==> src/rtl/fila_arbiter_if.sv <==
// Signal bundle between fila_arbiter, its two producers, its consumer and the fila queue.
// The slave modport is the arbiter; the master modport is the requester/queue side.
interface fila_arbiter_if #(
   parameter int unsigned WIDTH = 8
);
   logic             p0_req;
   logic [WIDTH-1:0] p0_data;
   logic             p0_ack;
   logic             p1_req;
   logic [WIDTH-1:0] p1_data;
   logic             p1_ack;
   logic             c_req;
   logic             c_valid;
   logic [WIDTH-1:0] c_data;
   logic [WIDTH-1:0] fila_data_in;
   logic             fila_enqueue;
   logic             fila_dequeue;
   logic [WIDTH-1:0] fila_data_out;
   logic [7:0]       fila_len;
   logic             full;
   logic             empty;
   logic             busy;

   modport slave (
      input  p0_req, p0_data, p1_req, p1_data, c_req, fila_data_out, fila_len,
      output p0_ack, p1_ack, c_valid, c_data, fila_data_in, fila_enqueue, fila_dequeue,
             full, empty, busy
   );

   modport master (
      output p0_req, p0_data, p1_req, p1_data, c_req, fila_data_out, fila_len,
      input  p0_ack, p1_ack, c_valid, c_data, fila_data_in, fila_enqueue, fila_dequeue,
             full, empty, busy
   );
endinterface

==> src/rtl/fila_arbiter.sv <==
// Round-robin arbiter sharing one fila queue between two producers and one consumer.
// Every operation is IDLE -> ENQ/DEQ -> WAIT -> IDLE, three cycles end to end.
module fila_arbiter #(
   parameter int unsigned WIDTH = 8,
   parameter int unsigned DEPTH = 8
) (
   input logic           clk_10KHz,
   input logic           reset,
   fila_arbiter_if.slave bus
);
   typedef enum logic [1:0] {StIdle, StEnq, StDeq, StWait} state_e;
   typedef enum logic [1:0] {ReqP0, ReqP1, ReqC} req_e;

   state_e           state_q, state_d;
   req_e             rr_q, rr_d, op_q, op_d, grant_who;
   logic             grant_valid;
   logic             full, empty;
   logic [3:0]       elig;
   logic [WIDTH-1:0] hold_q, hold_d, c_data_q, c_data_d;

   function automatic req_e next_req(input req_e r);
      req_e n;
      case (r)
         ReqP0:   n = ReqP1;
         ReqP1:   n = ReqC;
         default: n = ReqP0;
      endcase
      return n;
   endfunction

   // Anything above DEPTH also counts as full, so producers are never granted then.
   always_comb begin
      full  = bus.fila_len >= 8'(DEPTH);
      empty = bus.fila_len == 8'd0;
      elig  = {1'b0, bus.c_req & ~empty, bus.p1_req & ~full, bus.p0_req & ~full};
   end

   always_comb begin
      req_e cand;
      cand        = rr_q;
      grant_valid = 1'b0;
      grant_who   = ReqP0;
      for (int i = 0; i < 3; i++) begin
         if (!grant_valid && elig[cand]) begin
            grant_valid = 1'b1;
            grant_who   = cand;
         end
         cand = next_req(cand);
      end
   end

   always_ff @(posedge clk_10KHz or negedge reset) begin
      if (!reset) begin
         state_q  <= StIdle;
         rr_q     <= ReqP0;
         op_q     <= ReqP0;
         hold_q   <= '0;
         c_data_q <= '0;
      end else begin
         state_q  <= state_d;
         rr_q     <= rr_d;
         op_q     <= op_d;
         hold_q   <= hold_d;
         c_data_q <= c_data_d;
      end
   end

   always_comb begin
      state_d  = state_q;
      rr_d     = rr_q;
      op_d     = op_q;
      hold_d   = hold_q;
      c_data_d = c_data_q;
      unique case (state_q)
         StIdle: begin
            if (grant_valid) begin
               rr_d = next_req(grant_who);
               op_d = grant_who;
               if (grant_who == ReqC) begin
                  state_d = StDeq;
               end else begin
                  state_d = StEnq;
                  hold_d  = (grant_who == ReqP1) ? bus.p1_data : bus.p0_data;
               end
            end
         end
         StEnq: state_d = StWait;
         // fila pops on this edge, so its current head is the word being removed.
         StDeq: begin
            state_d  = StWait;
            c_data_d = bus.fila_data_out;
         end
         StWait: state_d = StIdle;
         default: state_d = StIdle;
      endcase
   end

   always_comb begin
      bus.fila_enqueue = (state_q == StEnq);
      bus.fila_dequeue = (state_q == StDeq);
      bus.p0_ack       = (state_q == StEnq) && (op_q == ReqP0);
      bus.p1_ack       = (state_q == StEnq) && (op_q == ReqP1);
      bus.c_valid      = (state_q == StWait) && (op_q == ReqC);
      bus.busy         = (state_q != StIdle);
      bus.fila_data_in = hold_q;
      bus.c_data       = c_data_q;
      bus.full         = full;
      bus.empty        = empty;
   end
endmodule

==> src/flat_wrapper.sv <==
// flat-port wrapper written by rule: the top's interface ports become plain ports
module fila_arbiter_flat 
#(
   parameter int unsigned WIDTH = 8,
   parameter int unsigned DEPTH = 8
)
  (clk_10KHz, reset, bus_p0_req, bus_p0_data, bus_p1_req, bus_p1_data, bus_c_req, bus_fila_data_out, bus_fila_len, bus_p0_ack, bus_p1_ack, bus_c_valid, bus_c_data, bus_fila_data_in, bus_fila_enqueue, bus_fila_dequeue, bus_full, bus_empty, bus_busy);
  fila_arbiter_if #(.WIDTH(WIDTH)) bus_i ();
  input logic clk_10KHz;
  input logic reset;
  input wire logic [$bits(bus_i.p0_req)-1:0] bus_p0_req;
  input wire logic [$bits(bus_i.p0_data)-1:0] bus_p0_data;
  input wire logic [$bits(bus_i.p1_req)-1:0] bus_p1_req;
  input wire logic [$bits(bus_i.p1_data)-1:0] bus_p1_data;
  input wire logic [$bits(bus_i.c_req)-1:0] bus_c_req;
  input wire logic [$bits(bus_i.fila_data_out)-1:0] bus_fila_data_out;
  input wire logic [$bits(bus_i.fila_len)-1:0] bus_fila_len;
  output wire logic [$bits(bus_i.p0_ack)-1:0] bus_p0_ack;
  output wire logic [$bits(bus_i.p1_ack)-1:0] bus_p1_ack;
  output wire logic [$bits(bus_i.c_valid)-1:0] bus_c_valid;
  output wire logic [$bits(bus_i.c_data)-1:0] bus_c_data;
  output wire logic [$bits(bus_i.fila_data_in)-1:0] bus_fila_data_in;
  output wire logic [$bits(bus_i.fila_enqueue)-1:0] bus_fila_enqueue;
  output wire logic [$bits(bus_i.fila_dequeue)-1:0] bus_fila_dequeue;
  output wire logic [$bits(bus_i.full)-1:0] bus_full;
  output wire logic [$bits(bus_i.empty)-1:0] bus_empty;
  output wire logic [$bits(bus_i.busy)-1:0] bus_busy;
  assign bus_i.p0_req = bus_p0_req;
  assign bus_i.p0_data = bus_p0_data;
  assign bus_i.p1_req = bus_p1_req;
  assign bus_i.p1_data = bus_p1_data;
  assign bus_i.c_req = bus_c_req;
  assign bus_i.fila_data_out = bus_fila_data_out;
  assign bus_i.fila_len = bus_fila_len;
  assign bus_p0_ack = bus_i.p0_ack;
  assign bus_p1_ack = bus_i.p1_ack;
  assign bus_c_valid = bus_i.c_valid;
  assign bus_c_data = bus_i.c_data;
  assign bus_fila_data_in = bus_i.fila_data_in;
  assign bus_fila_enqueue = bus_i.fila_enqueue;
  assign bus_fila_dequeue = bus_i.fila_dequeue;
  assign bus_full = bus_i.full;
  assign bus_empty = bus_i.empty;
  assign bus_busy = bus_i.busy;
  fila_arbiter #(.WIDTH(WIDTH), .DEPTH(DEPTH)) u_core (.clk_10KHz(clk_10KHz), .reset(reset), .bus(bus_i));
endmodule
==> config.mk <==
export PLATFORM = sky130hd
export DESIGN_NAME = fila_arbiter_flat
export DESIGN_NICKNAME = d
export VERILOG_FILES = /design/src/rtl/fila_arbiter_if.sv /design/src/rtl/fila_arbiter.sv /design/src/flat_wrapper.sv
export SDC_FILE = /design/constraint.sdc
export NUM_CORES = 1
export LEC_CHECK = 0
export BUFFER_PORTS_ARGS = -buffer_cell sky130_fd_sc_hd__buf_2
export CAP_MARGIN = 15
export CORE_UTILIZATION = 41
export CTS_CLUSTER_DIAMETER = 60
export CTS_CLUSTER_SIZE = 25
export DETAILED_ROUTE_END_ITERATION = 10
export GPL_ROUTABILITY_DRIVEN = 0
export PLACE_DENSITY_LB_ADDON = 0.25
export SYNTH_ARGS = -nofsm -noshare
export SYNTH_HDL_FRONTEND = slang
export SYNTH_SLANG_ARGS = --single-unit
==> constraint.sdc <==
create_clock -name clk_10KHz -period 1.53 [get_ports clk_10KHz]
set_input_delay 0 -clock clk_10KHz [delete_from_list [all_inputs] [get_ports clk_10KHz]]
set_output_delay 0 -clock clk_10KHz [all_outputs]
set_load 0.02 [all_outputs]
; After elaboration in Yosys (flattened, before gate mapping)
; Cells that the tools add are included.
[op_classes]
n_lt_le_gt_ge = 4
eq_ne = 10
n_mux = 19
n_bitwise = 6
n_reduce_logical = 17
[op_table]
columns = cell, n
row1 = 2-bit one-hot mux with 2 select lines, 3
row2 = 2-bit by 1-bit equality test with 1-bit output (second input constant), 5
row3 = 2-bit logical NOT, 5
row4 = 2-bit 2-to-1 mux, 5
row5 = 2-bit by 3-bit less-than comparator with 1-bit output (second input constant), 3
row6 = 2-bit equality test (second input constant), 4
row7 = 8-bit by 4-bit >= comparator with 1-bit output (second input constant), 1
row8 = 8-bit logical NOT, 1
row9 = 8-bit 2-to-1 mux, 1
row10 = 1-bit binary-select mux with 2-bit select, 3
row11 = 1-bit 2-to-1 mux, 6
row12 = 2-bit one-hot mux with 3 select lines, 1
row13 = 1-bit logical AND, 5
row14 = 1-bit bitwise AND, 3
row15 = 1-bit NOT, 3
row16 = 3-bit AND reduction, 1
row17 = 1-bit logical NOT, 2
row18 = 2-bit by 1-bit inequality test with 1-bit output (second input constant), 1
row19 = 2-bit AND reduction, 1
row20 = 2-bit nonzero test, 1
row21 = 2-bit OR reduction, 1
[totals]
regBits = 22
inputBits = 37
word_cells = 61

; Logic depth before layout (Yosys ltp)
[logic_depth]
ltp_word = 16
depth_mapped = 8
depth_no_buf = 6

; Worst setup path after synthesis
; OpenSTA, ideal clock, no wires.
[synth_path]
kind = reg-to-reg
startpoint = reg u_core.state_q[0]
endpoint = reg u_core.hold_q[0], in the netlist u_core.bus.fila_data_in[0]
setup_time_ns = 0.129
arrival_ns = 1.461
slack_ns = -0.060
stages_incl_launch_ff = 9
n_path_buf = 2
period_less_slack_ns = 1.590
path_cell_list = dfrtp_1 -> inv_1 -> ha_1 -> o21a_1 -> and3_1 -> buf_2 -> and2_1 -> buf_2 -> a31oi_1
[synth_between]
elab_chain_cells = 2
[synth_rtl]
columns = element, line
row1 = from (decl), fila_arbiter.sv:14  ; state_e state_q, state_d;
row2 = from (signal assigned), fila_arbiter.sv:54  ; state_q <= StIdle;
row3 = from (signal assigned), fila_arbiter.sv:60  ; state_q <= state_d;
row4 = 2-bit logical NOT, fila_arbiter.sv:74  ; unique case (state_q)
row5 = 3-bit AND reduction (no line), -
row6 = to (signal assigned), fila_arbiter.sv:63  ; hold_q <= hold_d;
row7 = to (decl), fila_arbiter.sv:19  ; logic [WIDTH-1:0] hold_q, hold_d, c_data_q, c_data_d;
; Every way passes these cells.
; A chain may end at the register's enable or synchronous reset.

; Final worst setup path
[layout_path]
startpoint = reg u_core.rr_q[1]
endpoint = reg u_core.hold_q[4], in the netlist u_core.bus.fila_data_in[4]
[layout_between]
elab_chain_cells = 12
[layout_rtl]
columns = element, line
row1 = from (decl), fila_arbiter.sv:15  ; req_e rr_q, rr_d, op_q, op_d, grant_who;
row2 = from (signal assigned), fila_arbiter.sv:55  ; rr_q <= ReqP0;
row3 = from (signal assigned), fila_arbiter.sv:61  ; rr_q <= rr_d;
row4 = branches (longest 12 deep; another with 3-bit AND reduction), -
; Parallel ways; which one is timed is not known. The select of a mux whose other input is x is not followed.

==> out/results.ini <==
[status]
outcome = finished, violations left
failed_checks = DRC

[synthesis]
ys_types = 42
ys_seq_area_share_pct = 43.0
ys_warn_count = 0
avgSynthCellArea_um2 = 10.2
synthesis.area_um2 = 1280
syn_nets = 168
synth_cells = 126
ys_ff_latch = 22

[power_and_ir_drop]
p_comb_share_pct = 57.0
irDropWorstVdd_uv = 1220
p_seq_share_pct = 32.2
switching_power_mw = 1.24
p_int_mw = 1.77
clkPwrFrac_pct = 10.8
p_total_mw = 3.00
switching_share_pct = 41.2
p_leak_nw = 0.973
cellPowerDensity_nw_per_um2 = 1450

[sta]
worstMarginPinSlew_ns = 0.503
setup_slack_ns = 0.0328
slew_violations = 0
whs_ns = 0.0857
slew_headroom_pct = 66.5
fmax_mhz = 668
min_period_ns = 1.50
clock-skew-final_ns = 0.00668
hold_viol = 0
fin_crit_sh_pct = 97.9
rsz0062_at_grt = yes
setup_viol_count_final = 0

[final_layout]
finalInstanceArea_um2 = 2070
syn2layout_area_growth_pct = 61.9
final_cell_mix = buf_2, dlygate4sd3_1, dfrtp_1
drive_gt1_share_pct = 46.5
final_common_cell = buf_2
fin_nets = 271
n_antenna_cell = 0

[place]
post-place-ws_ns = -0.170
port_buffers = 60
placed_area_um2 = 1740
dp.final_hpwl_um = 2620

[hold_path]
hold_path.class = in -> reg

[clock_tree]
clkLatencyLatePin_ns = 0.31
root_buffer = clkbuf_4
numClockSinks = 22
clk_path_buf_depth = 2
ctsHtreeMaxLevel = 1
cts_made_buffers = 3
cts_tree = done
clk_pin_slew_ns = 0.13

[floorplan]
dieHeight_um = 57.9
coreArea_um2 = 2850
ioPinCount = 61
initial_core_util_pct = 44.9
die_area_um2 = 3350
fp-row-count = 19
die_w_um = 57.9

[detailed_routing]
final_antenna_net_count = 0
drtPass1Iterations = 7
routed-via-count = 1441
avgViaCountPerCell = 5.56
drc = 4
wl_per_cell_um = 14.8
wirelength_um = 3830
drtIter0Drc = 88

[setup_path]
critical-path-top-delay-family = simple AND/OR/NAND/NOR gates
critPathSlowestCell = dfrtp_1
crit_arrival_ns = 1.73
path_class = reg -> reg
slowest_delay_ns = 0.44
critPathLaunchType = flop
path_max_fanout = 9
required_ns = 1.76
crit_chain = or3b_1 > a21o_1 > and2_4 > buf_12 > a31oi_1
end_kind = flop
critPathBufInv = 1
r2r_slack_ns = 0.03

[grt]
overflow = 0
grt_max_degree = 23
antenna_found_initial = 0
grt_pass1_wl_um = 6070
grt_usage_pct = 23.5
grt_pass1_vias = 1432

[flow_run]
cap_viol_max_count = 0

## registers in the layout, summed over array words and instances (netlist names)
name	flops
u_core.bus.c_data	8
u_core.bus.fila_data_in	8
u_core.op_q	2
u_core.rr_q	2
u_core.state_q	2
## metal layers
metal,GRT usage [%],vias up,routed length (um)
met4,6.80,0,27
met1,26.1,685,1450
met3,4.02,4,211
met5,0,-,0
met2,45.2,55,2140
li1,-,697,-
## path summary, 6_finish.rpt
path | end | depth (start not counted) | start
setup reg to reg | u_core.bus.fila_data_in[4] | 5 | u_core.rr_q[1]
hold reg to reg | u_core.bus.c_data[2] | 1 | u_core.bus.c_data[2]
hold / removal | u_core.bus.fila_data_in[6] | 3 | bus_p1_req
setup / recovery | u_core.bus.fila_data_in[4] | 5 | u_core.rr_q[1]
max in group asynchronous | u_core.rr_q[0] | 2 | reset
min in group asynchronous | u_core.bus.fila_data_in[2] | 2 | reset
## power groups by stage
stage               Combinational (mW)  Sequential (mW)  Clock, mW
floorplan                        0.752             1.22          0
global route                      1.85            0.995      0.359
detailed placement                1.57            0.973          0
CTS                               1.64            0.961      0.334
global placement                  1.53            0.955          0
finish                            1.71            0.968      0.324
## Yosys cell counts, drive strengths merged
library cell,number,share of area (%)
or4,1,0.88
o31a,1,0.68
dfrtp,22,43
nor2b,1,0.49
a211oi,1,0.98
o311ai,1,0.68
o2bb2ai,1,0.68
inv,7,2.1
or3,1,0.49
a31oi,8,3.9
nand2,3,0.88
o211ai,1,0.59
or3b,1,0.68
o22ai,2,0.98
o31ai,2,1.2
ha,5,4.9
o221ai,1,0.68
nor4,1,0.49
mux2,11,9.7
a21boi,1,0.59
nor2,2,0.59
buf,2,0.78
o21a,1,0.59
o32ai,1,0.68
o2111ai,8,5.5
nand3,2,0.78
clkbuf,4,1.2
clkinv,1,0.29
nor3b,2,1.2
a21oi,10,3.9
o211a,1,0.78
and3,2,0.98
a21o,1,0.59
nor3,2,1.2
nand2b,3,1.5
nand4,1,0.49
and2,1,0.49
o21ai,10,4.2
## what timing repair did
| item | CTS | global route |
|---|---|---|
| hold endpoints to repair | 38 | 0 |
| hold buffers | 25 | 0 |
| endpoints found under the setup margin | 3 | 13 |
| setup buffers | 0 | 2 |
| gates resized for setup | 3 | 10 |
| pin swaps | 0 | 3 |
## worst min-delay path, stage by stage
cell and delay, ns:
buf_2 0.17, o2111ai_1 0.11, a31oi_1 0.08
## logic make-up after synthesis
family,Yosys count,synth area share (%)
AO/OA/AOI/OAI,51,27.1
AND/OR/NAND/NOR,23,11.0
flip-flops,22,43.0
buffers and inverters,14,4.30
multiplexers,11,9.67
adder cells (fa/ha/maj),5,4.88
## stage by stage
step	TNS [ns]	util (%)	cells
global placement	-0.355	60.9	228
finish	0	72.7	259
CTS	0	71.2	257
detailed placement	-0.511	60.9	228
global route	-0.104	72.7	259
floorplan	0	-	126
## layout make-up
cell class                      instances  area, um^2
Fill cell                             198         778
Multi-Input combinational cell         90         709
Timing Repair Buffer                  104         708
Sequential cell                        22         552
Tap cell                               31        38.8
Clock buffer                            4        36.3
Inverter                                8        30.0
(Power assumes the default switching activity.)
